--- src/rtl/ram_port_arbiter_pkg.sv ---
// rtl/ram_port_arbiter_pkg.sv - shared constants for the image RAM arbiter
// Purpose: grant encoding and default geometry shared with the UART image
//          writer and the TFT controller.
// Ports:   none (package).
package ram_port_arbiter_pkg;

    localparam int DEF_AW        = 16;
    localparam int DEF_DW        = 16;
    localparam int DEF_IMG_WORDS = 16384;

    typedef enum logic [1:0] {
        GNT_NONE = 2'd0,
        GNT_RD   = 2'd1,
        GNT_WR   = 2'd2
    } grant_t;

endpackage

--- src/rtl/ram_port_arbiter_if.sv ---
// rtl/ram_port_arbiter_if.sv - bus bundle between requesters, arbiter and RAM
// Purpose: groups the write stream, read handshake, RAM port and status flags.
// Ports:   master - requesters/RAM side (drives wr_*, rd_req/rd_addr, ram_dout)
//          slave  - arbiter side (drives rd_ack/rd_valid/rd_data, ram_*, flags)
interface ram_port_arbiter_if
    import ram_port_arbiter_pkg::*;
#(
    parameter int AW = DEF_AW,
    parameter int DW = DEF_DW
);
    logic          wr_en;
    logic [AW-1:0] wr_addr;
    logic [DW-1:0] wr_data;
    logic          rd_req;
    logic [AW-1:0] rd_addr;
    logic          rd_ack;
    logic          rd_valid;
    logic [DW-1:0] rd_data;
    logic          ram_en;
    logic          ram_we;
    logic [AW-1:0] ram_addr;
    logic [DW-1:0] ram_din;
    logic [DW-1:0] ram_dout;
    logic          wr_overflow;
    logic          frame_done;

    modport master (
        output wr_en, wr_addr, wr_data, rd_req, rd_addr, ram_dout,
        input  rd_ack, rd_valid, rd_data, ram_en, ram_we, ram_addr, ram_din,
               wr_overflow, frame_done
    );

    modport slave (
        input  wr_en, wr_addr, wr_data, rd_req, rd_addr, ram_dout,
        output rd_ack, rd_valid, rd_data, ram_en, ram_we, ram_addr, ram_din,
               wr_overflow, frame_done
    );

endinterface

--- src/rtl/ram_port_arbiter_sync_wr_fifo.sv ---
// rtl/ram_port_arbiter_sync_wr_fifo.sv - synchronous FIFO used as write buffer
// Purpose: DEPTH x WIDTH FIFO (DEPTH power of two, >= 2) with simultaneous
//          push/pop; a push while full is accepted only if a pop frees a slot.
// Ports:   i_clk, i_rst (async, active-high)
//          i_push, i_push_data - write side
//          i_pop, o_head       - read side, o_head is the current head entry
//          o_full, o_empty     - occupancy flags
module sync_wr_fifo #(
    parameter int DEPTH = 4,
    parameter int WIDTH = 32
) (
    input  logic             i_clk,
    input  logic             i_rst,
    input  logic             i_push,
    input  logic [WIDTH-1:0] i_push_data,
    input  logic             i_pop,
    output logic [WIDTH-1:0] o_head,
    output logic             o_full,
    output logic             o_empty
);

    localparam int            PW     = $clog2(DEPTH);
    localparam logic [PW:0]   L_FULL = (PW+1)'(DEPTH);

    logic [WIDTH-1:0] r_mem [DEPTH];
    logic [PW-1:0]    r_wr_ptr;
    logic [PW-1:0]    r_rd_ptr;
    logic [PW:0]      r_count;

    logic w_pop_ok;
    logic w_push_ok;

    assign o_full    = (r_count == L_FULL);
    assign o_empty   = (r_count == '0);
    assign o_head    = r_mem[r_rd_ptr];
    assign w_pop_ok  = i_pop && !o_empty;
    // A pop in the same cycle frees the slot, so a full FIFO can still take it.
    assign w_push_ok = i_push && (!o_full || w_pop_ok);

    always_ff @(posedge i_clk) begin
        if (w_push_ok) begin
            r_mem[r_wr_ptr] <= i_push_data;
        end
    end

    always_ff @(posedge i_clk or posedge i_rst) begin
        if (i_rst) begin
            r_wr_ptr <= '0;
            r_rd_ptr <= '0;
            r_count  <= '0;
        end else begin
            if (w_push_ok) begin
                r_wr_ptr <= r_wr_ptr + 1'b1;
            end
            if (w_pop_ok) begin
                r_rd_ptr <= r_rd_ptr + 1'b1;
            end
            case ({w_push_ok, w_pop_ok})
                2'b10:   r_count <= r_count + 1'b1;
                2'b01:   r_count <= r_count - 1'b1;
                default: r_count <= r_count;
            endcase
        end
    end

endmodule

--- src/rtl/ram_port_arbiter.sv ---
// rtl/ram_port_arbiter.sv - single-port image RAM arbiter (display read vs UART write)
// Purpose: buffers UART pixel writes, gives TFT reads priority, forces a write
//          through after MAX_WAIT lost cycles, counts committed frame words.
// Ports:   i_clk, i_rst (async, active-high)
//          io_bus (slave modport) - write stream, read handshake, RAM port,
//          wr_overflow (sticky) and frame_done (pulse).
// Build option: RAM_OUT_REG_EN - RAM output register in use, rd_valid comes
//          2 cycles after the read command instead of 1.
module ram_port_arbiter
    import ram_port_arbiter_pkg::*;
#(
    parameter int AW            = DEF_AW,
    parameter int DW            = DEF_DW,
    parameter int WR_FIFO_DEPTH = 4,
    parameter int MAX_WAIT      = 8,
    parameter int IMG_WORDS     = DEF_IMG_WORDS
) (
    input  logic                 i_clk,
    input  logic                 i_rst,
    ram_port_arbiter_if.slave    io_bus
);

    localparam int               WCW         = $clog2(MAX_WAIT + 1);
    localparam int               FCW         = (IMG_WORDS > 1) ? $clog2(IMG_WORDS) : 1;
    localparam logic [WCW-1:0]   L_MAX_WAIT  = WCW'(MAX_WAIT);
    localparam logic [FCW-1:0]   L_LAST_WORD = FCW'(IMG_WORDS - 1);

    logic [AW+DW-1:0] w_fifo_head;
    logic             w_fifo_full;
    logic             w_fifo_empty;
    logic             w_pop;
    logic             w_drop;
    grant_t           w_grant;

    logic             r_ram_en;
    logic             r_ram_we;
    logic [AW-1:0]    r_ram_addr;
    logic [DW-1:0]    r_ram_din;
    logic             r_rd_ack;
    logic             r_rd_valid;
    logic [DW-1:0]    r_rd_hold;
    logic             r_wr_overflow;
    logic             r_frame_done;
    logic [WCW-1:0]   r_wait_cnt;
    logic [FCW-1:0]   r_frame_cnt;
`ifdef RAM_OUT_REG_EN
    logic             r_rd_stage;
`endif

    sync_wr_fifo #(
        .DEPTH (WR_FIFO_DEPTH),
        .WIDTH (AW + DW)
    ) u_wr_fifo (
        .i_clk       (i_clk),
        .i_rst       (i_rst),
        .i_push      (io_bus.wr_en),
        .i_push_data ({io_bus.wr_addr, io_bus.wr_data}),
        .i_pop       (w_pop),
        .o_head      (w_fifo_head),
        .o_full      (w_fifo_full),
        .o_empty     (w_fifo_empty)
    );

    // Starved write first, then display read, then any queued write.
    always_comb begin
        w_grant = GNT_NONE;
        if (!w_fifo_empty && (r_wait_cnt >= L_MAX_WAIT)) begin
            w_grant = GNT_WR;
        end else if (io_bus.rd_req) begin
            w_grant = GNT_RD;
        end else if (!w_fifo_empty) begin
            w_grant = GNT_WR;
        end
    end

    assign w_pop  = (w_grant == GNT_WR);
    assign w_drop = io_bus.wr_en && w_fifo_full && !w_pop;

    always_ff @(posedge i_clk or posedge i_rst) begin
        if (i_rst) begin
            r_ram_en      <= 1'b0;
            r_ram_we      <= 1'b0;
            r_ram_addr    <= '0;
            r_ram_din     <= '0;
            r_rd_ack      <= 1'b0;
            r_rd_valid    <= 1'b0;
            r_rd_hold     <= '0;
            r_wr_overflow <= 1'b0;
            r_frame_done  <= 1'b0;
            r_wait_cnt    <= '0;
            r_frame_cnt   <= '0;
`ifdef RAM_OUT_REG_EN
            r_rd_stage    <= 1'b0;
`endif
        end else begin
            r_ram_en     <= 1'b0;
            r_ram_we     <= 1'b0;
            r_rd_ack     <= 1'b0;
            r_frame_done <= 1'b0;

            unique case (w_grant)
                GNT_RD: begin
                    r_ram_en   <= 1'b1;
                    r_ram_addr <= io_bus.rd_addr;
                    r_rd_ack   <= 1'b1;
                end
                GNT_WR: begin
                    r_ram_en   <= 1'b1;
                    r_ram_we   <= 1'b1;
                    r_ram_addr <= w_fifo_head[AW+DW-1:DW];
                    r_ram_din  <= w_fifo_head[DW-1:0];
                    if (r_frame_cnt == L_LAST_WORD) begin
                        r_frame_cnt  <= '0;
                        r_frame_done <= 1'b1;
                    end else begin
                        r_frame_cnt  <= r_frame_cnt + 1'b1;
                    end
                end
                default: begin
                end
            endcase

            if (w_fifo_empty || w_pop) begin
                r_wait_cnt <= '0;
            end else if (r_wait_cnt != L_MAX_WAIT) begin
                r_wait_cnt <= r_wait_cnt + 1'b1;
            end

            if (w_drop) begin
                r_wr_overflow <= 1'b1;
            end

            // r_rd_ack marks the cycle the read command sits on the RAM port.
`ifdef RAM_OUT_REG_EN
            r_rd_stage <= r_rd_ack;
            r_rd_valid <= r_rd_stage;
`else
            r_rd_valid <= r_rd_ack;
`endif
            if (r_rd_valid) begin
                r_rd_hold <= io_bus.ram_dout;
            end
        end
    end

    // The RAM presents its word during the rd_valid cycle; the hold register
    // keeps it visible until the next read returns.
    assign io_bus.rd_data     = r_rd_valid ? io_bus.ram_dout : r_rd_hold;
    assign io_bus.rd_valid    = r_rd_valid;
    assign io_bus.rd_ack      = r_rd_ack;
    assign io_bus.ram_en      = r_ram_en;
    assign io_bus.ram_we      = r_ram_we;
    assign io_bus.ram_addr    = r_ram_addr;
    assign io_bus.ram_din     = r_ram_din;
    assign io_bus.wr_overflow = r_wr_overflow;
    assign io_bus.frame_done  = r_frame_done;

endmodule

--- src/flat_wrapper.sv ---
// flat-port wrapper written by rule: the top's interface ports become plain ports
module ram_port_arbiter_flat import ram_port_arbiter_pkg::*;
#(
    parameter int AW            = DEF_AW,
    parameter int DW            = DEF_DW,
    parameter int WR_FIFO_DEPTH = 4,
    parameter int MAX_WAIT      = 8,
    parameter int IMG_WORDS     = DEF_IMG_WORDS
)
  (i_clk, i_rst, io_bus_wr_en, io_bus_wr_addr, io_bus_wr_data, io_bus_rd_req, io_bus_rd_addr, io_bus_ram_dout, io_bus_rd_ack, io_bus_rd_valid, io_bus_rd_data, io_bus_ram_en, io_bus_ram_we, io_bus_ram_addr, io_bus_ram_din, io_bus_wr_overflow, io_bus_frame_done);
  ram_port_arbiter_if #(.AW(AW), .DW(DW)) io_bus_i ();
  input  logic i_clk;
  input  logic i_rst;
  input wire logic [$bits(io_bus_i.wr_en)-1:0] io_bus_wr_en;
  input wire logic [$bits(io_bus_i.wr_addr)-1:0] io_bus_wr_addr;
  input wire logic [$bits(io_bus_i.wr_data)-1:0] io_bus_wr_data;
  input wire logic [$bits(io_bus_i.rd_req)-1:0] io_bus_rd_req;
  input wire logic [$bits(io_bus_i.rd_addr)-1:0] io_bus_rd_addr;
  input wire logic [$bits(io_bus_i.ram_dout)-1:0] io_bus_ram_dout;
  output wire logic [$bits(io_bus_i.rd_ack)-1:0] io_bus_rd_ack;
  output wire logic [$bits(io_bus_i.rd_valid)-1:0] io_bus_rd_valid;
  output wire logic [$bits(io_bus_i.rd_data)-1:0] io_bus_rd_data;
  output wire logic [$bits(io_bus_i.ram_en)-1:0] io_bus_ram_en;
  output wire logic [$bits(io_bus_i.ram_we)-1:0] io_bus_ram_we;
  output wire logic [$bits(io_bus_i.ram_addr)-1:0] io_bus_ram_addr;
  output wire logic [$bits(io_bus_i.ram_din)-1:0] io_bus_ram_din;
  output wire logic [$bits(io_bus_i.wr_overflow)-1:0] io_bus_wr_overflow;
  output wire logic [$bits(io_bus_i.frame_done)-1:0] io_bus_frame_done;
  assign io_bus_i.wr_en = io_bus_wr_en;
  assign io_bus_i.wr_addr = io_bus_wr_addr;
  assign io_bus_i.wr_data = io_bus_wr_data;
  assign io_bus_i.rd_req = io_bus_rd_req;
  assign io_bus_i.rd_addr = io_bus_rd_addr;
  assign io_bus_i.ram_dout = io_bus_ram_dout;
  assign io_bus_rd_ack = io_bus_i.rd_ack;
  assign io_bus_rd_valid = io_bus_i.rd_valid;
  assign io_bus_rd_data = io_bus_i.rd_data;
  assign io_bus_ram_en = io_bus_i.ram_en;
  assign io_bus_ram_we = io_bus_i.ram_we;
  assign io_bus_ram_addr = io_bus_i.ram_addr;
  assign io_bus_ram_din = io_bus_i.ram_din;
  assign io_bus_wr_overflow = io_bus_i.wr_overflow;
  assign io_bus_frame_done = io_bus_i.frame_done;
  ram_port_arbiter #(.AW(AW), .DW(DW), .WR_FIFO_DEPTH(WR_FIFO_DEPTH), .MAX_WAIT(MAX_WAIT), .IMG_WORDS(IMG_WORDS)) u_core (.i_clk(i_clk), .i_rst(i_rst), .io_bus(io_bus_i));
endmodule
--- config.mk ---
export PLATFORM = sky130hd
export DESIGN_NAME = ram_port_arbiter_flat
export DESIGN_NICKNAME = d
export VERILOG_FILES = /design/src/rtl/ram_port_arbiter_pkg.sv /design/src/rtl/ram_port_arbiter_if.sv /design/src/rtl/ram_port_arbiter_sync_wr_fifo.sv /design/src/rtl/ram_port_arbiter.sv /design/src/flat_wrapper.sv
export SDC_FILE = /design/constraint.sdc
export NUM_CORES = 1
export LEC_CHECK = 0
export BUFFER_PORTS_ARGS = -buffer_cell sky130_fd_sc_hd__buf_4
export CAP_MARGIN = 20
export CORE_MARGIN = 5
export CORE_UTILIZATION = 51
export CTS_BUF_LIST = sky130_fd_sc_hd__clkbuf_16
export DETAILED_ROUTE_END_ITERATION = 8
export GPL_TIMING_DRIVEN = 0
export PLACE_DENSITY_LB_ADDON = 0.2
export SLEW_MARGIN = 10
export SYNTH_ARGS = -nofsm -noshare
export SYNTH_HDL_FRONTEND = slang
export SYNTH_HIERARCHICAL = 1
export SYNTH_SLANG_ARGS = --single-unit
--- constraint.sdc ---
create_clock -name i_clk -period 2.6 [get_ports i_clk]
set_input_delay 0.39 -clock i_clk [delete_from_list [all_inputs] [get_ports i_clk]]
set_output_delay 0.39 -clock i_clk [all_outputs]
set_load 0.02 [all_outputs]
==> results of run 1 <==
critical path: cells and delay by family, from the launching register on:
family | cells | cell delay [ps]
DFF | 1 | 450
adders and majority gates | 1 | 160
buffers and inverters | 3 | 410
and+or+nand+nor | 7 | 1300
power by group:
| group | switching (mW) | leakage (nW) | internal, mW |
|---|---|---|---|
| Combinational | 1.87 | 1.58 | 1.49 |
| Sequential | 0.407 | 2.11 | 4.37 |
| Clock | 1.19 | 0.357 | 1.69 |
flip-flops by register name (all words and copies together) (netlist names):
name and flops:
u_core/u_wr_fifo/r_count 3, u_core/u_wr_fifo/r_mem 128, u_core/io_bus.rd_ack 1, u_core/u_wr_fifo/r_rd_ptr 2, u_core/io_bus.ram_addr 16, u_core/r_frame_cnt 14
u_core/io_bus.wr_overflow 1, u_core/r_rd_hold 16, u_core/io_bus.rd_valid 1, u_core/io_bus.ram_en 1, u_core/r_wait_cnt 4, u_core/io_bus.ram_we 1
u_core/io_bus.frame_done 1, u_core/io_bus.ram_din 16, u_core/u_wr_fifo/r_wr_ptr 2
cell type report:
| class | count | area (sq um) |
|---|---|---|
| fill | 1148 | 5645 |
| timing repair buffer | 128 | 983.4 |
| clock buffer | 23 | 575.6 |
| multi-input combinational | 267 | 2252 |
| buffer | 23 | 113.9 |
| clock inverter | 16 | 98.84 |
| tap | 216 | 270.3 |
| inverter | 13 | 63.81 |
| sequential | 207 | 5824 |
through the flow:
| stage | setup slack, ps | total power, mW | TNS [ps] |
|---|---|---|---|
| after floorplan | 4.245 | 6.905 | 0 |
| after global placement | -628.5 | 8.028 | -120150 |
| after detailed placement | -615.5 | 8.158 | -77280 |
| after CTS | 35.97 | 11.12 | 0 |
| after global routing | 54.34 | 11.62 | 0 |
| final | 191.1 | 11.02 | 0 |
cell families (layout without fill, tap and decap cells):
family	Yosys count	in the layout	synth area share (%)
compound gates	65	65	4.672
simple gates	129	129	8.340
xor+xnor	16	16	1.705
fa+ha+maj	8	8	1.309
mux	49	49	11.14
flops	207	207	70.80
buf+inv	37	203	2.039
per-layer routing:
layer	wire, um	track usage, %
met1	6888	24.78
met2	8500	31.63
met3	1395	3.934
met4	369	5.432
met5	0	0
worst max path at each step:
stage / startpoint / slack [ps] / to / cells past startpoint
2_1_floorplan: u_core/u_wr_fifo/r_count[0] / 4 / u_core/u_wr_fifo/r_count[2] / 12
3_5_place_dp: u_core/u_wr_fifo/r_count[0] / -620 / u_core/u_wr_fifo/r_mem[1][3] / 8
6_report: u_core/u_wr_fifo/r_count[2] / 190 / u_core/u_wr_fifo/r_count[2] / 11
5_1_grt: u_core/u_wr_fifo/r_count[2] / 50 / u_core/u_wr_fifo/r_count[2] / 11
4_1_cts: u_core/u_wr_fifo/r_count[2] / 40 / u_core/u_wr_fifo/r_count[2] / 11
3_3_place_gp: i_rst / -630 / u_core/io_bus.ram_din[0] / 2
layout by cell type, fill, tap and decap left out, drive strengths merged, types with 15 or more instances in the layout:
cell type  synthesis  routed
o21ai             19      19
buf               14     140
o22ai             16      16
mux2              17      17
clkbuf            10      33
mux4              32      32
dfrtp             79      79
a21oi             20      20
edfxtp           128     128
nand2             61      61
nand2b            15      15
inv               13      18
repair_timing:
| item | 4_1_cts | 5_1_grt |
|---|---|---|
| buffers inserted | 1 | 4 |
| resized for setup | 11 | 3 |
| endpoints found under the hold margin | 18 | 0 |
| hold buffers | 1 | 0 |
| pin swaps | 1 | 1 |
| endpoints found under the setup margin | 132 | 2 |
==> results.tsv, run 1 <==
metric	value	unit
status	complete, no violations	
h-tree-depth	1	
synth.most_common_cell	edfxtp_1	
dp_cells	849	
synth_top_area_share	46.75	%
num_vias	4863	
wl_per_cell	19.21	um
required	3020	ps
dpl.hpwl	11.33	mm
hold_viol_final	0	
synthTopCellsByCount	edfxtp_1, dfrtp_1, nand2_1	
portBuffers	121	
row_count	46	
whs	96.76	ps
track_usage	18.76	%
cpPeakStageDelay	530	ps
grt_pass1_wl	27.32	mm
critical_path.max_fanout	14	
hp-start	io_bus_wr_data[0]	
crit_type	flip-flop to flip-flop	
post-route-cell-area	10180	sq um
first_pass_iters	5	
first_global_vias	5214	
ys_seq_area_share	70.80	%
die_h	137.0	um
relSlewSlack	54.53	%
vdd_drop_max	0.6668	mV
layout-drive-gt1-share	35.60	%
synth_edf_count	128	
fin_crit	2409	ps
utilization	64.33	%
holdPathEnd	u_core/u_wr_fifo/r_mem[3][0]	
antenna_left	0	
powerDensity	1082	nW/um^2
timing.final.crit_share	92.65	%
rsz0062_at_grt	false	
r2r-end	u_core/u_wr_fifo/r_count[2]	
clock-skew-final	7.233	ps
die-area	18760	sq um
tightestPinTransition	682.1	ps
syn_inst	511	
area_delta_synth_final	23.85	%
cts-buffers-inserted	22	
ys_top_cells_by_area	edfxtp_1, dfrtp_1, mux4_2	
final_cells	893	
crit_path_top_delay_cell	or4_2	
avgSynthCellArea	16.09	sq um
drc	0	
synth_nets	587	
core	15830	sq um
clockBufferDepth	3	
synth_seq_cells	207	
wl	17.15	mm
clock_sinks	207	
grt_max_degree	62	
hold_class	input pin to flip-flop	
clk_pin_slew	60	ps
critPathArrivalTime	2830	ps
ys_warn_count	6	
ys_async_sr_fraction	38.16	%
cap_violations	0	
worst_r2r_path_depth	11	
antennaDiodeCount	0	
gp_congestion	0.7863	
grt_overflow	0	
cts_tree	yes	
chipWidth	137.0	um
max_freq	0.4151	GHz
whs_path_depth	1	
ys_types	49	
path_cells	nor3_4, inv_1, nand2_4, clkinv_8, buf_6, nand2b_1, or2_2, fa_1, nand2_1, or4_2, nand3_1	
synth_top_flop_cell	edfxtp_1	
root_buffer	clkbuf_16	
netlist_area	8222	sq um
antenna_found_initial	0	
clkLatencyLatePin	490	ps
drt_iter0_drc	254	
cp-end-kind	flip-flop	
leakage	4.048	nW
r2r_setup_slack	190	ps
start_kind	flip-flop	
nets	738	
drv_slew	0	
start_util	51.94	%
ios	122	
r2r_start	u_core/u_wr_fifo/r_count[2]	
dpl-instance-area	9430	sq um
yosys.area.top_type	edfxtp_1	
viasPerCell	5.446	
finalSetupViolCount	0	
Power figures use the tool's default switching activity.
==> run 2, diff against run 1 <==
SETUP_SLACK_MARGIN = 0.2   (was default)
==> run 2 against run 1 <==
  * Die area did not move
  * Hold slack got worse by 7.4 ps
  * Final cell count rose by 0.34%
  * Via count fell by 0.45%
  * Utilization barely moved
  * Critical endpoint unchanged
==> results.tsv, run 2 (same netlist as run 1, synthesis figures left out) <==
metric	value	unit
status	complete, no violations	
p_seq_share	43.4	%
cap_violations	0	
h-tree-depth	1	
grt_max_degree	54	
track_usage	18.97	%
num-fill-cells	1152	
timing.final.crit_share	90.69	%
root_buffer	clkbuf_16	
row_count	46	
first_global_vias	5162	
grt.met1_usage	25.06	%
drt_iter0_drc	263	
total_power	10.93	mW
clkLatencyLatePin	500	ps
rsz0062_at_grt	true	
antenna_left	0	
critical_path.max_fanout	11	
viasPerCell	5.403	
start_util	51.94	%
portBuffers	121	
gp_congestion	0.7603	
worst_r2r_path_depth	12	
final_cells	896	
antenna_found_initial	0	
regMostFlops	u_core/u_wr_fifo/r_mem	
startpoint	u_core/u_wr_fifo/r_count[2]	
critPathArrivalTime	2780	ps
dpl.hpwl	11.33	mm
finalSetupViolCount	0	
layout-drive-gt1-share	36.18	%
r2r-end	u_core/u_wr_fifo/r_count[2]	
fin_crit	2358	ps
setup_slack	242.1	ps
vdd_drop_max	0.6756	mV
relSlewSlack	54.25	%
clk_pin_slew	70	ps
use_met3	3.971	%
antennaDiodeCount	0	
hold_class	input pin to flip-flop	
top_usage_layer	met2	
hold_viol_final	0	
cts-buffers-inserted	21	
grt_overflow	0	
clock-skew-final	11.11	ps
core	15830	sq um
hp-start	io_bus_wr_addr[14]	
start_kind	flip-flop	
powerDensity	1073	nW/um^2
chipWidth	137.0	um
required	3030	ps
clkPwrFrac	25.0	%
die-area	18760	sq um
p_sw	3.461	mW
clock_sinks	207	
wl	17.20	mm
whs_path_depth	1	
cts_tree	yes	
drv_slew	0	
pre_cts_slack	-294.0	ps
r2r_start	u_core/u_wr_fifo/r_count[2]	
power.internal	7.474	mW
cp-end-kind	flip-flop	
r2r_setup_slack	240	ps
dpl-instance-area	9444	sq um
grt_util_met2	32.23	%
drc	0	
leakage	4.045	nW
layout_commonest_cell	buf_4	
p_sw_share	31.65	%
largest_reg_flops	128	
wl_per_cell	19.19	um
nets	741	
area_delta_synth_final	23.94	%
grt_pass1_wl	27.57	mm
pwr-share-comb	31.5	%
num_vias	4841	
die_h	137.0	um
post-route-cell-area	10190	sq um
dp_cells	849	
tightestPinTransition	686.3	ps
clockBufferDepth	3	
first_pass_iters	5	
ios	122	
crit_end	u_core/u_wr_fifo/r_count[2]	
crit_type	flip-flop to flip-flop	
max_freq	0.4241	GHz
final_cell_mix	buf_4, edfxtp_1, dfrtp_1	
==> run 2: cell count changes in the layout (fill, tap and decap cells not counted), moves of 2 or more <==
cell	delta
clkbuf_16	-2
inv_1	-3
buf_4	+3
clkinv_1	+3
==> run 2: worst min-delay path by stage <==
stage	slack, ps	end
after floorplan	190	u_core/u_wr_fifo/r_count[0]
after global placement	360	u_core/io_bus.rd_valid
after detailed placement	370	u_core/io_bus.rd_valid
after CTS	70	u_core/u_wr_fifo/r_mem[1][30]
after global routing	70	u_core/u_wr_fifo/r_mem[1][30]
final	90	u_core/u_wr_fifo/r_mem[1][30]
==> run 2: worst max-delay path: stages (launching register included) <==
cell and delay [ps]:
dfrtp_2 430, nor3_4 230, inv_2 100, nand2_8 90, inv_4 50, buf_12 140, buf_6 140, nand2b_1 90
or2_2 120, fa_1 170, nand2_1 90, or4_2 540, nand3_1 100
==> run 2: power by group through the flow <==
| stage | registers (mW) | logic [mW] | clock network [mW] |
|---|---|---|---|
| after floorplan | 5.04 | 1.88 | 0 |
| after global placement | 4.78 | 3.25 | 0 |
| after global routing | 4.82 | 3.76 | 2.96 |
| after CTS | 4.76 | 3.49 | 2.81 |
| final | 4.75 | 3.45 | 2.74 |
| after detailed placement | 4.83 | 3.33 | 0 |
==> run 2: stage by stage <==
| step | hold slack (ps) | utilization (%) | setup TNS [ps] |
|---|---|---|---|
| 2_1_floorplan | 193.4 | - | 0 |
| 4_1_cts | 71.60 | 64.36 | 0 |
| 3_3_place_gp | 360.2 | 59.48 | -77940 |
| 5_1_grt | 73.45 | 64.38 | 0 |
| 3_5_place_dp | 368.5 | 59.67 | -35950 |
| 6_report | 89.33 | 64.38 | 0 |
==> run 2: layout make-up <==
| cell class | count | area (sq um) | area share (%) |
|---|---|---|---|
| plain buffers | 24 | 135.1 | 1.326 |
| clock buffers | 21 | 525.5 | 5.157 |
| clock inverters | 17 | 102.6 | 1.007 |
| inverters | 13 | 53.80 | 0.5280 |
| multi-input cells | 267 | 2272 | 22.30 |
| flip-flops and latches | 207 | 5824 | 57.16 |
| well taps | 216 | 270.3 | 2.652 |
| repair buffers | 131 | 1006 | 9.872 |
==> run 2: what timing repair did <==
action,CTS,global route
endpoints found under the setup margin,139,66
endpoints found under the hold margin,26,0
setup buffers,8,0
gates resized for setup,15,3
pin swaps,2,0
hold buffers,1,0
==> run 2: routing by layer <==
| layer | wire, um | vias to the layer above |
|---|---|---|
| met2 | 8528 | 148 |
| met5 | 0 | - |
| met4 | 396 | 0 |
| met3 | 1082 | 26 |
| met1 | 7189 | 2450 |
| li1 | - | 2217 |
